## src/rtl/sdram_burst_responder.sv

```systemverilog
// sdram_burst_responder
//  Responder end of the sdram_clk burst-read interface. Accepts one burst request,
//  issues 16-bit reads to the SDRAM core port (bounded number in flight) and returns
//  the data as 16-bit beats or packed 32-bit beats (first halfword in [31:16]).
//  Optional feature: define PENDING_REQ_EN to add a one-deep pending request slot so a
//  request arriving while busy is served right after the current burst.
module sdram_burst_responder #(
   parameter int MEM_AW          = 25,
   parameter int MAX_OUTSTANDING = 4
) (
   input  logic              sdram_clk,
   input  logic              nRESET,
   input  logic              burst_rd,
   input  logic [25:0]       burst_addr,
   input  logic [10:0]       burst_len,
   input  logic              burst_32bit,
   output logic [31:0]       burst_data,
   output logic              burst_data_valid,
   output logic              burst_data_done,
   output logic              busy,
   output logic              mem_rd,
   output logic [MEM_AW-1:0] mem_addr,
   input  logic              mem_ready,
   input  logic [15:0]       mem_rdata,
   input  logic              mem_rvalid
);

   typedef enum logic [1:0] {
      ST_IDLE = 2'd0,
      ST_RUN  = 2'd1,
      ST_DONE = 2'd2
   } state_t;

   localparam logic [3:0] MAX_OUT_C = 4'(MAX_OUTSTANDING);

   state_t      state_r;
   logic        mode_r;
   logic [11:0] total_r;
   logic [11:0] issued_r;
   logic [11:0] returned_r;
   logic [3:0]  outst_r;
   logic [15:0] hold_r;

   logic        hs_s;
   logic        acc_rv_s;
   logic [11:0] issued_n_s;
   logic [11:0] returned_n_s;
   logic [3:0]  outst_n_s;

   logic        ld_go_s;
   logic [24:0] ld_addr_s;
   logic [10:0] ld_len_s;
   logic        ld_32_s;
   logic [11:0] ld_total_s;

   // Byte-lane select bit is meaningless for halfword accesses
   logic        addr_lsb_unused_s;
   assign addr_lsb_unused_s = burst_addr[0];

`ifdef PENDING_REQ_EN
   logic        slot_vld_r;
   logic [24:0] slot_addr_r;
   logic [10:0] slot_len_r;
   logic        slot_32_r;
   logic        slot_cap_s;
   logic        slot_take_s;

   // Decide whether the slot captures a request or is consumed this cycle
   always_comb begin
      slot_take_s = (state_r == ST_DONE) && slot_vld_r;
      if (burst_rd && (state_r != ST_IDLE) && !((state_r == ST_DONE) && !slot_vld_r)) begin
         slot_cap_s = 1'b1;
      end else begin
         slot_cap_s = 1'b0;
      end
   end

   // One-deep pending slot; a request arriving while it is full is dropped
   always_ff @(posedge sdram_clk or negedge nRESET) begin
      if (!nRESET) begin
         slot_vld_r  <= 1'b0;
         slot_addr_r <= 25'd0;
         slot_len_r  <= 11'd0;
         slot_32_r   <= 1'b0;
      end else if (slot_cap_s && (!slot_vld_r || slot_take_s)) begin
         slot_vld_r  <= 1'b1;
         slot_addr_r <= burst_addr[25:1];
         slot_len_r  <= burst_len;
         slot_32_r   <= burst_32bit;
      end else if (slot_take_s) begin
         slot_vld_r  <= 1'b0;
      end else begin
         slot_vld_r  <= slot_vld_r;
      end
   end
`endif

   // Select the request (fresh or pending) that starts a burst this cycle
   always_comb begin
      ld_go_s   = 1'b0;
      ld_addr_s = burst_addr[25:1];
      ld_len_s  = burst_len;
      ld_32_s   = burst_32bit;
      case (state_r)
         ST_IDLE: ld_go_s = burst_rd;
         ST_DONE: begin
`ifdef PENDING_REQ_EN
            if (slot_vld_r) begin
               ld_go_s   = 1'b1;
               ld_addr_s = slot_addr_r;
               ld_len_s  = slot_len_r;
               ld_32_s   = slot_32_r;
            end else begin
               ld_go_s   = burst_rd;
            end
`else
            ld_go_s = 1'b0;
`endif
         end
         default: ld_go_s = 1'b0;
      endcase
      if (ld_32_s) begin
         ld_total_s = {ld_len_s, 1'b0};
      end else begin
         ld_total_s = {1'b0, ld_len_s};
      end
   end

   // Core handshake, accepted returns and the counter values after this edge
   always_comb begin
      hs_s = mem_rd & mem_ready;
      if ((state_r == ST_RUN) && mem_rvalid && (outst_r != 4'd0)) begin
         acc_rv_s = 1'b1;
      end else begin
         acc_rv_s = 1'b0;
      end
      issued_n_s   = issued_r + {11'd0, hs_s};
      returned_n_s = returned_r + {11'd0, acc_rv_s};
      outst_n_s    = outst_r + {3'd0, hs_s} - {3'd0, acc_rv_s};
   end

   // Burst FSM: counters, return packing and all registered outputs
   always_ff @(posedge sdram_clk or negedge nRESET) begin
      if (!nRESET) begin
         state_r          <= ST_IDLE;
         mode_r           <= 1'b0;
         total_r          <= 12'd0;
         issued_r         <= 12'd0;
         returned_r       <= 12'd0;
         outst_r          <= 4'd0;
         hold_r           <= 16'd0;
         burst_data       <= 32'd0;
         burst_data_valid <= 1'b0;
         burst_data_done  <= 1'b0;
         busy             <= 1'b0;
         mem_rd           <= 1'b0;
         mem_addr         <= '0;
      end else begin
         burst_data_valid <= 1'b0;
         burst_data_done  <= (state_r == ST_DONE);
         if (ld_go_s) begin
            mode_r     <= ld_32_s;
            total_r    <= ld_total_s;
            mem_addr   <= MEM_AW'(ld_addr_s);
            issued_r   <= 12'd0;
            returned_r <= 12'd0;
            outst_r    <= 4'd0;
            busy       <= 1'b1;
            if (ld_total_s == 12'd0) begin
               state_r <= ST_DONE;
               mem_rd  <= 1'b0;
            end else begin
               state_r <= ST_RUN;
               mem_rd  <= 1'b1;
            end
         end else begin
            case (state_r)
               ST_IDLE: begin
                  busy   <= 1'b0;
                  mem_rd <= 1'b0;
               end
               ST_RUN: begin
                  if (hs_s) begin
                     mem_addr <= mem_addr + MEM_AW'(1);
                  end
                  issued_r   <= issued_n_s;
                  returned_r <= returned_n_s;
                  outst_r    <= outst_n_s;
                  if (acc_rv_s) begin
                     if (!mode_r) begin
                        burst_data       <= {16'h0000, mem_rdata};
                        burst_data_valid <= 1'b1;
                     end else if (!returned_r[0]) begin
                        hold_r <= mem_rdata;
                     end else begin
                        burst_data       <= {hold_r, mem_rdata};
                        burst_data_valid <= 1'b1;
                     end
                  end
                  // Final return lands this edge: its beat and the DONE state appear together
                  if (returned_n_s == total_r) begin
                     state_r <= ST_DONE;
                     mem_rd  <= 1'b0;
                  end else begin
                     mem_rd  <= (issued_n_s < total_r) && (outst_n_s < MAX_OUT_C);
                  end
               end
               ST_DONE: begin
                  state_r <= ST_IDLE;
                  busy    <= 1'b0;
                  mem_rd  <= 1'b0;
               end
               default: begin
                  state_r <= ST_IDLE;
                  busy    <= 1'b0;
                  mem_rd  <= 1'b0;
               end
            endcase
         end
      end
   end

endmodule

```

## config.mk

```make
export PLATFORM = sky130hd
export DESIGN_NAME = sdram_burst_responder
export DESIGN_NICKNAME = d
export VERILOG_FILES = /design/src/rtl/sdram_burst_responder.sv
export SDC_FILE = /design/constraint.sdc
export NUM_CORES = 1
export LEC_CHECK = 0
export CORE_MARGIN = 10
export CORE_UTILIZATION = 52
export CTS_CLUSTER_SIZE = 14
export DETAILED_ROUTE_END_ITERATION = 10
export PLACE_DENSITY = 0.8
export RECOVER_POWER = 25
export SYNTH_ARGS = -nofsm -noshare
export SYNTH_HDL_FRONTEND = slang
export SYNTH_SLANG_ARGS = --single-unit
export TNS_END_PERCENT = 100
```

## constraint.sdc

```tcl
create_clock -name sdram_clk -period 3.5 [get_ports sdram_clk]
set_input_delay 0.35 -clock sdram_clk [delete_from_list [all_inputs] [get_ports sdram_clk]]
set_output_delay 0.35 -clock sdram_clk [all_outputs]
set_load 0.01 [all_outputs]
```

**After elaboration in Yosys (flattened, before gate mapping)**

Index checks and enable logic that the tools add are counted.

- $add $sub $neg: 5
- $lt $le $gt $ge: 2
- Eq/ne operators: 7
- Multiplexer cells: 29
- Bitwise gates (word level): 3
- Reduce and logical (&&, ||, !) cells: 12

Operators with widths:

| kind | count |
|---|---|
| $mux W25 | 3 |
| $mux W32 | 2 |
| $mux W12 | 5 |
| $add A25 B1 Y25 const B | 1 |
| $add A12 B1 Y12 | 2 |
| $mux W1 | 13 |
| $eq A12 B12 Y1 | 1 |
| $logic_not A12 Y1 | 1 |
| $lt A12 B12 Y1 | 1 |
| $mux W4 | 2 |
| $mux W2 | 3 |
| $reduce_and A5 Y1 | 1 |
| $add A4 B1 Y4 | 1 |
| $lt A4 B3 Y1 const B | 1 |
| $ne A2 B2 Y1 const B | 2 |
| $pmux W2 S2 | 1 |
| $reduce_and A2 Y1 | 2 |
| $reduce_and A4 Y1 | 1 |
| $reduce_bool A2 Y1 | 2 |
| $reduce_bool A4 Y1 | 1 |
| $sub A4 B1 Y4 | 1 |
| $logic_and A1 B1 Y1 | 3 |
| $ne A3 B2 Y1 const B | 1 |
| $eq A2 B1 Y1 const B | 1 |
| 5 further kinds | 6 |

- Register bits after elaboration: 120
- Bits of input ports: 59
- Output and inout port bits: 61
- Word-level logic and storage cells: 71

**Depth between registers and ports, before layout**

- Depth after elaboration: 10
- Gate-level depth with buffers: 13
- Mapped depth without buffers: 13

**Least setup slack after synthesis**

OpenSTA, ideal clock, no wires.

- Path kind: reg-to-reg
- Start: register mem_rd
- End: register mem_rd
- Library setup time: 0.136 ns
- Data arrival time: 2.650 ns
- Required time: 3.364 ns
- Path slack: 0.714 ns
- Stages on the path, launching flop included: 13
- Buffers on the path: 0
- Clock period less this slack: 2.786 ns
- Cells stage by stage: dfrtp_1 -> and2_1 -> ha_1 -> nand3_1 -> or3b_2 -> nor2_1 -> nand3_1 -> xnor2_1 -> ha_1 -> nand4_1 -> o2111a_1 -> o31ai_1 -> a32oi_1

- Cells in the longest elaborated chain, start to end: 8
- Elaborated cells on any way between the ends: 10
- Those cells by class: add/sub: 3; order compare: 2; mux: 3; bitwise: 1; reduce/logical: 1

Ends and longest elaborated chain:

| item | RTL line | RTL |
|---|---|---|
| start, declared | 21 | `output logic mem_rd,` |
| start signal, assigned | 205 | `mem_rd <= (issued_n_s < total_r) && (outst_n_s < MAX_OUT_C);` |
| $and A1 B1 Y1 (*) | 131 | `hs_s = mem_rd & mem_ready;` |
| $add A4 B1 Y4 | 139 | `outst_n_s = outst_r + {3'd0, hs_s} - {3'd0, acc_rv_s};` |
| $sub A4 B1 Y4 | 139 |  |
| $lt A4 B3 Y1 | 205 |  |
| $logic_and A1 B1 Y1 (*) | 205 |  |
| $mux W1 (*) | 201 | `if (returned_n_s == total_r) begin` |
| $mux W1 (*) | 177 | `case (state_r)` |
| $mux W1 (*) | 161 | `if (ld_go_s) begin` |

Every way passes the cells marked *; elsewhere a longest branch is shown, timed or not.
A chain may end at the register's enable or synchronous reset.

**Worst setup path after layout**

- Start: input port mem_ready
- End: register mem_rd

- Cells in the longest elaborated chain, start to end: 8
- Elaborated cells on any way between the ends: 10
- Those cells by class: add/sub: 3; order compare: 2; mux: 3; bitwise: 1; reduce/logical: 1

Ends and longest elaborated chain:

| item | RTL line | RTL |
|---|---|---|
| start, declared | 23 | `input logic mem_ready,` |
| $and A1 B1 Y1 (*) | 131 |  |
| $add A4 B1 Y4 | 139 |  |
| $sub A4 B1 Y4 | 139 |  |
| $lt A4 B3 Y1 | 205 |  |
| $logic_and A1 B1 Y1 (*) | 205 |  |
| $mux W1 (*) | 201 |  |
| $mux W1 (*) | 177 |  |
| $mux W1 (*) | 161 |  |

Marks and branches as above.

==> run metrics <==
status finished with violations; failing checks max-capacitance violations, max-slew violations; layout cells sized above 1 11.6%; Starting Density 53.8%; non-filler cells, final 904; Synth Area per Inst 9.89 um^2; Logic pwr share 38.4%; worst relative slew slack -96.6%; initial antenna violation count 0; RSZ-0062 raised after global routing false; library cells used by synthesis 57; Setup CP Type in -> reg; slew of the pin with the lowest slew margin 2.95 ns; clock root cell clkbuf_16; routability congestion estimate 0.828; first-pass GRT wire length 26.2 mm; most frequent cells in the layout dfrtp_1 (120), clkdlybuf4s50_1 (117), nand2_1 (96); DIE WIDTH 129 um; DRC viols 0; Post-CTS Hold Fix Bufs 0; vias 5061; post-CTS resize count 0; DRT antenna net count 0; clk_skew 0.00727 ns; Via-to-Cell Ratio 5.60; commonest non-fill, non-tap cell in the layout dfrtp_1; number of synthesized flops with an enable pin 0; Synth-to-Final Area Change 31.3%; Antenna Diode Count 0; sequential cell area fraction in the yosys report 48.3%; placed insts 872; core area 0.0116 mm^2; Post-Syn Area 0.00622 mm^2; initial drt markers 443; f_max 0.315 GHz; Seq pwr share 35.4%; htree depth 4; main flop type after synthesis dfrtp_1; Gate Count Post-Synth 629; Boundary Pins 120; post-synth top area share 48.3%; Yosys reg bits 120; Nets 829; fin crit share 90.6%; Slew Viols, Final 121; total track usage 19.5%; synth warn 0; leakage power 3.53 nW; CTS tree done; Clock transition at path regs 0.05 ns; Cell Int Power 4.41 mW; critical path required time 3.78 ns; clock sinks 120; CP max stage delay 0.52 ns; top cells by area, synth dfrtp_1 (48%), o21ai_0 (5.8%), mux2_2 (5.8%); Max Cap Viol 1; DR pass1 iterations 5; Worst-Skew Late Latency 0.42 ns; Site Rows 39; crit-path cells clkdlybuf4s50_1 -> and2_1 -> ha_1 -> nand3_1 -> or3b_2 -> nor2_1 -> nand3_1 -> xnor2_1 -> ha_1 -> nand4_1 -> o2111a_1 -> o31ai_1 -> a32oi_1; Setup-failing EPs final 0; signal arrival time at the worst endpoint 3.45 ns; Hold Crit Class reg -> reg; Psw 2.39 mW; hpwl dp 11.1 mm; final hold viol count 0; Mapped Nets 710; clock share of power 26.2%; Die Ht 129 um; largest net degree at the start of global routing 121; Setup crit end kind register; ys async rst share 100%; maximum VDD drop 0.350 mV; number of port buffers 118; PwrDens 834 mW/mm^2; post-CTS setup buffer count 0; Total Power 6.81 mW; die footprint 0.0167 mm^2; Max Root-Sink Buffers 2; CP startpoint kind primary input; vias in the first global route 5188; drt wl/cell 17.6 um; post-layout minimum cycle time 3.17 ns; CP max-delay cell or3b_2; Overflow after GRT 0; Sw Ratio 35.2%; cell taking the most area after synthesis dfrtp_1; CP top delay family simple AND/OR/NAND/NOR gates; crit-path max FO 5; TritonCTS buffer count 17; CP bufs+invs 1; aggregate routed wire length 15.9 mm
## cell families (layout without fill, tap and decap cells)
group,after synthesis,in the layout,synth area share (%)
muxes,46,46,8.15
AOI/OAI and AO/OA,128,128,12.1
xor gates and xnor gates,51,51,7.42
adders and majority gates,22,22,4.55
DFF,120,120,48.3
buffers and inverters,57,189,3.62
and+or+nand+nor,205,205,15.8
## power groups by stage
stage / Combinational [mW] / Clock, mW / Sequential, mW
2_1_floorplan: 1.36 / 0 / 2.43
3_3_place_gp: 2.51 / 0 / 2.38
3_5_place_dp: 2.62 / 0 / 2.41
4_1_cts: 2.65 / 1.81 / 2.40
5_1_grt: 2.89 / 1.87 / 2.49
6_report: 2.62 / 1.78 / 2.41
## layout make-up
| cell class | count | area [um^2] |
|---|---|---|
| clock inverters | 11 | 148 |
| clock buffers | 21 | 460 |
| fillers | 825 | 3400 |
| repair buffers | 130 | 1270 |
| well taps | 143 | 179 |
| flip-flops and latches | 120 | 3000 |
| multi-input cells | 452 | 3010 |
| inverters | 27 | 101 |
## cell usage after synthesis (all sizes together) (13+ instances only)
cell and n:
xor2 24, ha 21, a21oi 20, nand3 13, nand2 96, xnor2 26
dfrtp 120, inv 27, nor2 39, mux2 34, clkbuf 26, o21ai 74
## worst min-delay path, cell delays in order, from the launching register on
cell     delay, ns
dfrtp_1       0.35
nand2_1       0.05
o21ai_0       0.06
## sequential cells by signal, indices dropped and copies added, names as in the netlist
| name | count |
|---|---|
| burst_data | 32 |
| burst_data_done | 1 |
| burst_data_valid | 1 |
| busy | 1 |
| hold_r | 16 |
| issued_r | 12 |
| mem_addr | 25 |
| mem_rd | 1 |
| mode_r | 1 |
| outst_r | 4 |
| returned_r | 12 |
| state_r | 2 |
| total_r | 12 |
## through the flow
step	util (%)	area [um^2]	worst slack, ns	hold slack (ns)	setup TNS [ns]
5_1_grt	70.6	8170	0.132	0.499	0
6_report	70.6	8170	0.327	0.486	0
3_5_place_dp	65.5	7570	-0.0696	0.470	-0.0696
3_3_place_gp	65.5	7570	0.0832	0.463	0
2_1_floorplan	-	6220	0.714	0.0544	0
4_1_cts	70.7	8180	0.345	0.0570	0
## worst paths after layout
check                                start        endpoint  slack, ns  cells past startpoint
worst max register to register      mem_rd          mem_rd       0.34                     12
worst min register to register  outst_r[3]      outst_r[3]       0.49                      2
min in group asynchronous           nRESET     issued_r[8]       0.93                      2
max in group asynchronous           nRESET  burst_data[12]       0.78                      2
worst max-delay path             mem_ready          mem_rd       0.33                     13
worst min-delay path            outst_r[3]      outst_r[3]       0.49                      2
## metal layers
metal,up-vias,part of all wire [%],track usage [%]
li1,2420,-,-
met1,2452,41,23.2
met2,150,51,32.9
met3,39,6.4,5.14
met4,0,2.4,7.89
met5,-,0,0
(Power assumes the default switching activity.)
